<file path="config.mk">
export PLATFORM = sky130hd
export DESIGN_NAME = vip_ycbcr422_444_interp_flat
export DESIGN_NICKNAME = d
export VERILOG_FILES = /design/src/rtl/vip_ycbcr422_444_interp_pkg.sv /design/src/rtl/vip_ycbcr422_444_interp_if.sv /design/src/rtl/vip_ycbcr422_444_interp_sideband_delay.sv /design/src/rtl/vip_ycbcr422_444_interp.sv /design/src/flat_wrapper.sv
export SDC_FILE = /design/constraint.sdc
export NUM_CORES = 1
export LEC_CHECK = 0
export BUFFER_PORTS_ARGS = -buffer_cell sky130_fd_sc_hd__buf_2
export CAP_MARGIN = 20
export CORE_MARGIN = 2
export CORE_UTILIZATION = 30
export CTS_CLUSTER_DIAMETER = 80
export CTS_CLUSTER_SIZE = 28
export DETAILED_ROUTE_END_ITERATION = 7
export MAX_ROUTING_LAYER = met4
export PLACE_DENSITY = 0.45
export SLEW_MARGIN = 20
export SYNTH_ARGS = -nofsm -noshare
export SYNTH_HDL_FRONTEND = slang
export SYNTH_HIERARCHICAL = 1
export SYNTH_SLANG_ARGS = --single-unit
</file>
<file path="constraint.sdc">
create_clock -name clk -period 3.2 [get_ports clk]
set_input_delay 0.48 -clock clk [delete_from_list [all_inputs] [get_ports clk]]
set_output_delay 0.48 -clock clk [all_outputs]
set_load 0.02 [all_outputs]
</file>
<file path="src/rtl/vip_ycbcr422_444_interp_pkg.sv">
// vip_pkg: shared definitions for the 4:2:2 -> 4:4:4 chroma upsampler.
//   LAT        pipeline latency in clocks, identical for both chroma modes
//   MAX_DW     widest supported component width
//   phase_t    line phase FSM states
//   mid()      mid-scale chroma value for a given component width
//   avg_round  round-half-up average, evaluated one bit wider than MAX_DW
package vip_pkg;

    localparam int unsigned LAT    = 4;
    localparam int unsigned MAX_DW = 12;

    typedef enum logic [1:0] {
        IDLE,
        FIRST,
        SECOND,
        FLUSH
    } phase_t;

    function automatic logic [MAX_DW-1:0] mid(input int unsigned dw);
        return MAX_DW'(1) << (dw - 1);
    endfunction

    function automatic logic [MAX_DW-1:0] avg_round(input logic [MAX_DW-1:0] a,
                                                    input logic [MAX_DW-1:0] b);
        logic [MAX_DW:0] s;
        s = {1'b0, a} + {1'b0, b} + (MAX_DW + 1)'(1);
        return s[MAX_DW:1];
    endfunction

endpackage

</file>
<file path="src/rtl/vip_ycbcr422_444_interp_if.sv">
// Video stream bundle between capture-side source and the chroma upsampler.
//   per_frame_vsync/href/clken  input sidebands
//   per_frame_YCbCr             packed input sample {C, Y}, C in upper DW bits
//   post_frame_vsync/href/clken output sidebands (delayed by LAT)
//   post_img_Y/Cb/Cr            output 4:4:4 pixel
// master: drives the input stream and observes the output; slave: the converter.
interface vip_ycbcr422_444_interp_if #(
    parameter int unsigned DW = 8
);
    logic            per_frame_vsync;
    logic            per_frame_href;
    logic            per_frame_clken;
    logic [2*DW-1:0] per_frame_YCbCr;
    logic            post_frame_vsync;
    logic            post_frame_href;
    logic            post_frame_clken;
    logic [DW-1:0]   post_img_Y;
    logic [DW-1:0]   post_img_Cb;
    logic [DW-1:0]   post_img_Cr;

    modport master (
        output per_frame_vsync, per_frame_href, per_frame_clken, per_frame_YCbCr,
        input  post_frame_vsync, post_frame_href, post_frame_clken,
        input  post_img_Y, post_img_Cb, post_img_Cr
    );

    modport slave (
        input  per_frame_vsync, per_frame_href, per_frame_clken, per_frame_YCbCr,
        output post_frame_vsync, post_frame_href, post_frame_clken,
        output post_img_Y, post_img_Cb, post_img_Cr
    );
endinterface

</file>
<file path="src/rtl/vip_ycbcr422_444_interp_sideband_delay.sv">
// vip_sideband_delay: N-stage shift of the {vsync, href, clken} sidebands.
//   clk, rst_n  clock, asynchronous active-low clear
//   d           {vsync, href, clken} in
//   q           same bits, N clocks later
module vip_sideband_delay #(
    parameter int unsigned N = 4
) (
    input  logic       clk,
    input  logic       rst_n,
    input  logic [2:0] d,
    output logic [2:0] q
);
    logic [2:0] sr [N];

    always_ff @(posedge clk or negedge rst_n) begin
        if (!rst_n) begin
            for (int unsigned i = 0; i < N; i++) sr[i] <= '0;
        end else begin
            sr[0] <= d;
            for (int unsigned i = 1; i < N; i++) sr[i] <= sr[i-1];
        end
    end

    assign q = sr[N-1];
endmodule

</file>
<file path="src/rtl/vip_ycbcr422_444_interp.sv">
// vip_ycbcr422_444_interp: 4:2:2 -> 4:4:4 chroma upsampler, latency LAT clocks.
//   clk, rst_n  pixel clock, asynchronous active-low reset
//   vid         slave side of the video bundle (input stream in, 4:4:4 pixels out)
// Parameters: DW component width (8..12), CB_FIRST chroma order of each pair,
// INTERP 0 = replicate pair chroma on odd pixel, 1 = rounded average with next pair.
module vip_ycbcr422_444_interp
    import vip_pkg::*;
#(
    parameter int unsigned DW       = 8,
    parameter bit          CB_FIRST = 1'b1,
    parameter bit          INTERP   = 1'b0
) (
    input logic                       clk,
    input logic                       rst_n,
    vip_ycbcr422_444_interp_if.slave  vid
);
    typedef struct packed {
        logic          v;
        logic          sec;   // sample is the second of its pair
        logic [DW-1:0] y;
        logic [DW-1:0] c;
    } tap_t;

    // win[0] holds the sample accepted one clock ago, win[i] i+1 clocks ago.
    // The pixel being emitted sits in win[2]; win[3]/win[4] are the previous
    // pair and win[1]/win[0] the next pair, which is all the context needed.
    localparam int unsigned TAPS = 5;

    phase_t        state_q, state_d;
    logic [2:0]    flush_cnt_q;
    logic          href_q;
    logic          accept, tag_sec;
    tap_t          win [TAPS];
    logic [DW-1:0] fc, sc, cb_d, cr_d;
    logic          out_v_q;
    logic [DW-1:0] y_q, cb_q, cr_q;
    logic [2:0]    sb_q;

    // Phase FSM: state register
    always_ff @(posedge clk or negedge rst_n) begin
        if (!rst_n) begin
            state_q     <= IDLE;
            flush_cnt_q <= '0;
            href_q      <= 1'b0;
        end else begin
            state_q     <= state_d;
            href_q      <= vid.per_frame_href;
            flush_cnt_q <= (state_q == FLUSH) ? flush_cnt_q + 3'd1 : '0;
        end
    end

    // Phase FSM: next state
    always_comb begin
        state_d = state_q;
        case (state_q)
            IDLE:    if (vid.per_frame_href && !href_q) state_d = FIRST;
            FIRST:   state_d = vid.per_frame_href ? SECOND : FLUSH;
            SECOND:  state_d = vid.per_frame_href ? FIRST : FLUSH;
            FLUSH:   if (flush_cnt_q == 3'(LAT - 1)) state_d = IDLE;
            default: state_d = IDLE;
        endcase
    end

    // Phase FSM: outputs. State names the phase of the last accepted sample,
    // so a sample arriving in FIRST completes a pair.
    always_comb begin
        accept  = 1'b0;
        tag_sec = 1'b0;
        case (state_q)
            IDLE:   accept = vid.per_frame_href && !href_q;
            FIRST: begin
                accept  = vid.per_frame_href;
                tag_sec = 1'b1;
            end
            SECOND: accept = vid.per_frame_href;
            default: ;
        endcase
        accept = accept & vid.per_frame_clken;
    end

    always_ff @(posedge clk or negedge rst_n) begin
        if (!rst_n) begin
            for (int unsigned i = 0; i < TAPS; i++) win[i] <= '0;
        end else begin
            win[0].v   <= accept;
            win[0].sec <= accept & tag_sec;
            win[0].y   <= accept ? vid.per_frame_YCbCr[DW-1:0] : '0;
            win[0].c   <= accept ? vid.per_frame_YCbCr[2*DW-1:DW] : '0;
            for (int unsigned i = 1; i < TAPS; i++) win[i] <= win[i-1];
        end
    end

    // fc/sc = chroma carried by the first/second sample of the chosen pair.
    // Consecutive valid taps always belong to the same line because the
    // blanking gap is longer than the window.
    always_comb begin
        fc = win[2].c;
        sc = win[1].c;
        if (win[2].sec) begin
            fc = win[3].c;
            sc = win[2].c;
            if (INTERP && win[0].v) begin
                fc = DW'(avg_round(MAX_DW'(win[3].c), MAX_DW'(win[1].c)));
                sc = DW'(avg_round(MAX_DW'(win[2].c), MAX_DW'(win[0].c)));
            end
        end else if (!win[1].v) begin
            // lone trailing sample: borrow the previous pair, or mid-grey
            // when the line holds only this one sample
            if (win[3].v) begin
                fc = win[4].c;
                sc = win[3].c;
            end else begin
                fc = DW'(mid(DW));
                sc = fc;
            end
        end
        cb_d = CB_FIRST ? fc : sc;
        cr_d = CB_FIRST ? sc : fc;
    end

    always_ff @(posedge clk or negedge rst_n) begin
        if (!rst_n) begin
            out_v_q <= 1'b0;
            y_q     <= '0;
            cb_q    <= '0;
            cr_q    <= '0;
        end else begin
            out_v_q <= win[2].v;
            y_q     <= win[2].v ? win[2].y : '0;
            cb_q    <= win[2].v ? cb_d : '0;
            cr_q    <= win[2].v ? cr_d : '0;
        end
    end

    vip_sideband_delay #(
        .N (LAT)
    ) u_sideband (
        .clk   (clk),
        .rst_n (rst_n),
        .d     ({vid.per_frame_vsync, vid.per_frame_href, vid.per_frame_clken}),
        .q     (sb_q)
    );

    assign vid.post_frame_vsync = sb_q[2];
    assign vid.post_frame_href  = sb_q[1];
    assign vid.post_frame_clken = sb_q[0] & out_v_q;
    assign vid.post_img_Y       = y_q;
    assign vid.post_img_Cb      = cb_q;
    assign vid.post_img_Cr      = cr_q;
endmodule

</file>
<file path="src/flat_wrapper.sv">
// flat-port wrapper written by rule: the top's interface ports become plain ports
module vip_ycbcr422_444_interp_flat import vip_pkg::*;
#(
    parameter int unsigned DW       = 8,
    parameter bit          CB_FIRST = 1'b1,
    parameter bit          INTERP   = 1'b0
)
  (clk, rst_n, vid_per_frame_vsync, vid_per_frame_href, vid_per_frame_clken, vid_per_frame_YCbCr, vid_post_frame_vsync, vid_post_frame_href, vid_post_frame_clken, vid_post_img_Y, vid_post_img_Cb, vid_post_img_Cr);
  vip_ycbcr422_444_interp_if #(.DW(DW)) vid_i ();
  input logic clk;
  input logic rst_n;
  input wire logic [$bits(vid_i.per_frame_vsync)-1:0] vid_per_frame_vsync;
  input wire logic [$bits(vid_i.per_frame_href)-1:0] vid_per_frame_href;
  input wire logic [$bits(vid_i.per_frame_clken)-1:0] vid_per_frame_clken;
  input wire logic [$bits(vid_i.per_frame_YCbCr)-1:0] vid_per_frame_YCbCr;
  output wire logic [$bits(vid_i.post_frame_vsync)-1:0] vid_post_frame_vsync;
  output wire logic [$bits(vid_i.post_frame_href)-1:0] vid_post_frame_href;
  output wire logic [$bits(vid_i.post_frame_clken)-1:0] vid_post_frame_clken;
  output wire logic [$bits(vid_i.post_img_Y)-1:0] vid_post_img_Y;
  output wire logic [$bits(vid_i.post_img_Cb)-1:0] vid_post_img_Cb;
  output wire logic [$bits(vid_i.post_img_Cr)-1:0] vid_post_img_Cr;
  assign vid_i.per_frame_vsync = vid_per_frame_vsync;
  assign vid_i.per_frame_href = vid_per_frame_href;
  assign vid_i.per_frame_clken = vid_per_frame_clken;
  assign vid_i.per_frame_YCbCr = vid_per_frame_YCbCr;
  assign vid_post_frame_vsync = vid_i.post_frame_vsync;
  assign vid_post_frame_href = vid_i.post_frame_href;
  assign vid_post_frame_clken = vid_i.post_frame_clken;
  assign vid_post_img_Y = vid_i.post_img_Y;
  assign vid_post_img_Cb = vid_i.post_img_Cb;
  assign vid_post_img_Cr = vid_i.post_img_Cr;
  vip_ycbcr422_444_interp #(.DW(DW), .CB_FIRST(CB_FIRST), .INTERP(INTERP)) u_core (.clk(clk), .rst_n(rst_n), .vid(vid_i));
endmodule
</file>
Word-level counts from Yosys, hierarchy flattened
Index checks and enable logic that the tools add are counted.
{"block": "totals", "register_bits": 113, "in_bits": 21, "output_inout_bits": 27, "word_cells": 59}
{"block": "classes", "addsub": 1, "eq_ne": 6, "muxes": 19, "n_bitwise": 3, "reduce_logical": 5}
{"operator": "$mux 8", "n": 11}
{"operator": "$pmux 2 s4", "n": 1}
{"operator": "$mux 2", "n": 3}
{"operator": "$eq 2x2->1 const B", "n": 2}
{"operator": "$add 3x1->3 const B", "n": 1}
{"operator": "$and 1x1->1", "n": 3}
{"operator": "$eq 3x2->1 const B", "n": 1}
{"operator": "$mux 3", "n": 1}
{"operator": "$eq 2x1->1 const B", "n": 1}
{"operator": "$logic_not 2->1", "n": 1}
{"operator": "$mux 1", "n": 2}
{"operator": "$ne 2x1->1 const B", "n": 1}
{"operator": "$ne 2x2->1 const B", "n": 1}
{"operator": "$pmux 1 s2", "n": 1}
{"operator": "$reduce_and 2->1", "n": 1}
{"operator": "$reduce_or 2->1", "n": 1}
{"operator": "$logic_and 1x1->1", "n": 1}
{"operator": "$logic_not 1->1", "n": 1}

Depth between registers and ports, before layout
{"block": "logic_depth", "depth_word": 5, "depth_mapped": 6, "ltp_nobuf": 5}

Modules after synthesis
The synthesis kept the hierarchy.
{"mod": "vip_ycbcr422_444_interp", "n_inst": 1, "cells_per_inst": 219, "area_per_inst_um2": 3304.4, "seq_area_each_um2": 2527.4}
{"mod": "vip_sideband_delay", "n_inst": 1, "cells_per_inst": 15, "area_per_inst_um2": 322.8, "seq_area_each_um2": 300.3}

Least setup slack after synthesis
Ideal clock, no wire load.
{"block": "synth_timing", "path_kind": "register to register", "start": "register u_core.state_q[0]", "end": "register u_core/win[72] (netlist bit)", "setup_time_ns": 0.064, "arrival_ns": 1.405, "required_ns": 3.136, "slack_ns": 1.731, "path_stages_with_launch": 7, "n_path_buf": 1, "synth_period_minus_slack_ns": 1.469, "cell_sequence": "dfrtp_1 inv_1 ha_1 nand2b_2 a211oi_4 buf_6 and2_2"}
{"block": "synth_via", "elab_chain_len": 5, "elab_cells_between_ends": 7, "cone_classes": "eq/ne: 2; mux: 2; bitwise: 1; reduce/logical: 2"}
{"element": "start: declaration", "line": "vip_ycbcr422_444_interp.sv:29", "rtl": "phase_t state_q, state_d;"}
{"element": "start signal: assignment", "line": "vip_ycbcr422_444_interp.sv:46", "rtl": "state_q <= state_d;"}
{"element": "$eq 2x2->1 or $eq 2x1->1 (tied branches)", "line": "vip_ycbcr422_444_interp.sv:69", "rtl": "case (state_q)"}
{"element": "$reduce_or 2->1 (no line)"}
{"element": "$pmux 1 s2 (*)", "line": "vip_ycbcr422_444_interp.sv:69"}
{"element": "$and 1x1->1 (*)", "line": "vip_ycbcr422_444_interp.sv:78", "rtl": "accept = accept & vid.per_frame_clken;"}
{"element": "net u_core.accept", "line": "vip_ycbcr422_444_interp.sv:32", "rtl": "logic accept, tag_sec;"}
{"element": "$mux 8 (*)", "line": "vip_ycbcr422_444_interp.sv:88", "rtl": "win[0].c <= accept ? vid.per_frame_YCbCr[2*DW-1:DW] : '0;"}
{"element": "end: declaration", "line": "vip_ycbcr422_444_interp.sv:33", "rtl": "tap_t win [TAPS];"}
Mark *: on every way through the listed nets, which the timed path passes. The rest lies on a longest branch.
A chain may end at the register's enable or synchronous reset.

Worst setup path in the final report
{"block": "layout_timing", "start": "register u_core.state_q[0]", "end": "register u_core/win[78] (netlist bit)"}
{"block": "layout_via", "elab_chain_len": 5, "elab_cells_between_ends": 7, "cone_classes": "eq/ne: 2; mux: 2; bitwise: 1; reduce/logical: 2"}
{"element": "$eq 2x2->1 or $eq 2x1->1 (tied branches)", "line": "vip_ycbcr422_444_interp.sv:69"}
{"element": "$reduce_or 2->1 (no line)"}
{"element": "$pmux 1 s2 (*)", "line": "vip_ycbcr422_444_interp.sv:69"}
{"element": "$and 1x1->1 (*)", "line": "vip_ycbcr422_444_interp.sv:78"}
{"element": "$mux 8 (*)", "line": "vip_ycbcr422_444_interp.sv:88"}
Mark *: on every way between the ends. The rest lies on a longest branch, timed or not.

==> impl_results.md <==
- Critical Path Source Type: flop
- Gate count of the mapped netlist: 234
- Die width: 114 um
- Cell Rows: 40
- Slew at the pin closest to its max-slew limit: 750 ps
- Synth-to-Final Area Change: 25.7%
- Final RePlAce weighted congestion: 0.743
- Comb power frac: 0.105
- Most frequent cells in the layout: dfrtp_1 (113), buf_2 (46), clkbuf_16 (17), and2_2 (17), nor2_1 (15)
- Clock power frac: 0.449
- Mean Syn Cell Area: 15.5 sq um
- F_max: 0.541 GHz
- Final Total Pwr: 3920 uW
- Pre-Repair DR Iteration Count: 4
- Number of synthesized register bits: 113
- Part of the power in registers: 0.445
- Area of the core: 11900 sq um
- Die height: 114 um
- Final wirelength: 5880 um
- RSZ-0062 raised after global routing: false
- Yosys top cell area share: 0.780
- Crit share post-route: 0.578
- Most common cell after layout, fill and taps aside: dfrtp_1
- PostCTS Resize Cnt: 0
- Yosys warns: 6
- Clk buf depth: 2
- Antenna viol nets, final: 0
- Final setup TNS: 0 ps
- First-pass GRT wire length: 9940 um
- Antenna violations before repair: 0
- CP endpoint kind: flop
- Vias in the first global route: 1971
- Cell Area, Synth: 3630 sq um
- Die area: 13000 sq um
- Clock slew at reported path FFs: 50 ps
- HP Class: in2async
- Final Hold Fails: 0
- Maximum VDD drop: 337 uV
- Setup Buffers After CTS: 0
- TritonCTS clock tree: yes
- # port buffers: 47
- Tot GR Track Use: 0.108
- Max_cap viols: 0
- Kind of critical path: reg2reg
- Clk sink count: 113
- Global route overflow: 0
- CTS buffer count: 17
- Critical Path RT: 3530 ps
- Routed vias/inst: 4.17
- Setup violators final: 0
- Power Internal: 2970 uW
- CTS Root Cell: clkbuf_16
- PD cells: 859 nW/um^2
- Critical R2R Launch: u_core/state_q[0]
- I/O pins: 48
- Fraction of layout cells with a size suffix above 1: 0.320
- WP data arrival: 2180 ps
- Reg2Reg Capture Point: u_core/win[78]
- Static Leak: 0.00230 uW
- Violation count after the first detailed-route iteration: 77
- Htree depth: 4
- Sw Share: 0.241
- Post-synthesis cell type count: 24
- Nets: 316
- Net Sw Power: 945 uW
- Synth area leader: dfrtp_1
- Antenna Cells: 0
- Reg2reg path depth: 5
- Skew-Pair Late Insertion Delay: 400 ps
- Wire per inst: 13.2 um
- Cell Area, Placed: 3990 sq um
- Slew margin rel.: 0.500
- Mapped Nets: 262
- Final min period: 1850 ps
- Clock Skew: 8.20 ps
- Synth area leaders: dfrtp_1 (78%), and2_2 (3.5%), a221oi_1 (3.4%)
- Largest net degree at the start of global routing: 114
- Slew Viols, Final: 0
- Status: complete, no violations
- Via count: 1866
- Crit path max fanout: 18
- # DRC: 0
- Post-route cell area: 4560 sq um
- Starting density of the core: 0.305
- HPWL after detailed placement: 3350 um
- Hold Worst Slack: 140 ps
- CTS Hold Bufs: 0
- Worst reg2reg setup slack: 1350 ps
- Part of the Yosys area used for sequential elements: 0.780
==> kinds of logic (layout without fill, tap and decap cells) <==
family,after synthesis,in the layout,synth area share
DFF,113,113,0.780
adders and majority gates,7,7,0.0241
AOI/OAI and AO/OA,40,40,0.0814
and+or+nand+nor,51,51,0.0821
buffers and inverters,23,89,0.0328
==> synth_stat cells <==
master / n
ha_1: 7
and2_1: 10
nor2_1: 15
nand2b_1: 1
clkbuf_1: 5
buf_6: 2
a21boi_1: 2
nor2b_1: 4
buf_2: 2
a211oi_4: 1
dfrtp_1: 113
a221o_1: 2
inv_1: 10
a211oi_1: 1
a2bb2oi_1: 1
buf_4: 4
nand2b_2: 1
a21oi_1: 3
o21ai_0: 14
and2_2: 17
a211o_1: 1
a221oi_1: 14
a22oi_1: 1
nand2_1: 3
==> worst max-delay path, stage by stage, from the launching register on <==
cell      delay, ps
dfrtp_1         400
inv_1           150
ha_1            250
nand2b_2         90
a211oi_4        630
and2_2          250
==> worst max-delay path by stage <==
| stage | to | slack [ps] | from | cells past startpoint |
|---|---|---|---|---|
| floorplan | u_core/win[72] | 1730 | u_core/state_q[0] | 6 |
| global placement | u_core/vid.post_img_Cb[7] | 1270 | u_core/win[71] | 3 |
| detailed placement | u_core/vid.post_img_Cb[7] | 1240 | u_core/win[71] | 3 |
| CTS | u_core/vid.post_img_Cb[7] | 1250 | u_core/win[71] | 3 |
| global route | u_core/win[72] | 1150 | u_core/state_q[0] | 5 |
| finish | u_core/win[78] | 1350 | u_core/state_q[0] | 5 |
==> stage by stage <==
step | util | instances | worst slack (ps)
final | 0.383 | 447 | 1350
after global routing | 0.383 | 447 | 1150
after CTS | 0.383 | 447 | 1250
after detailed placement | 0.335 | 416 | 1240
after global placement | 0.335 | 416 | 1270
after floorplan | - | 234 | 1730
==> final cells by class <==
| cell class | count | area, sq um |
|---|---|---|
| Multi-Input combinational cell | 98 | 683 |
| Tap cell | 147 | 184 |
| Inverter | 10 | 37.5 |
| Clock inverter | 5 | 50.0 |
| Clock buffer | 26 | 519 |
| Timing Repair Buffer | 48 | 258 |
| Fill cell | 1138 | 7350 |
| Sequential cell | 113 | 2830 |
==> power by group through the flow <==
| stage | Sequential, uW | Combinational [uW] | Clock [uW] |
|---|---|---|---|
| 4_1_cts | 1750 | 420 | 1810 |
| 2_1_floorplan | 1720 | 333 | 0 |
| 5_1_grt | 1770 | 473 | 1880 |
| 3_3_place_gp | 1760 | 411 | 0 |
| 6_report | 1740 | 413 | 1760 |
| 3_5_place_dp | 1770 | 419 | 0 |
==> sequential cells by signal (all words and copies together), names as in the netlist, 2 cells and up <==
signal,cells
u_core/u_sideband/q,3
u_core/state_q,2
u_core/vid.post_img_Y,8
u_core/win,70
u_core/vid.post_img_Cb,8
u_core/u_sideband/sr,9
u_core/flush_cnt_q,3
u_core/vid.post_img_Cr,8
==> layer usage <==
metal / GRT usage / wire length [um] / vias to the layer above
met5: - / 0 / -
met4: 0.0691 / 107 / 0
met3: 0.0484 / 336 / 9
met2: 0.143 / 2680 / 52
met1: 0.135 / 2750 / 923
li1: - / - / 882
Power figures use the tool's default switching activity.
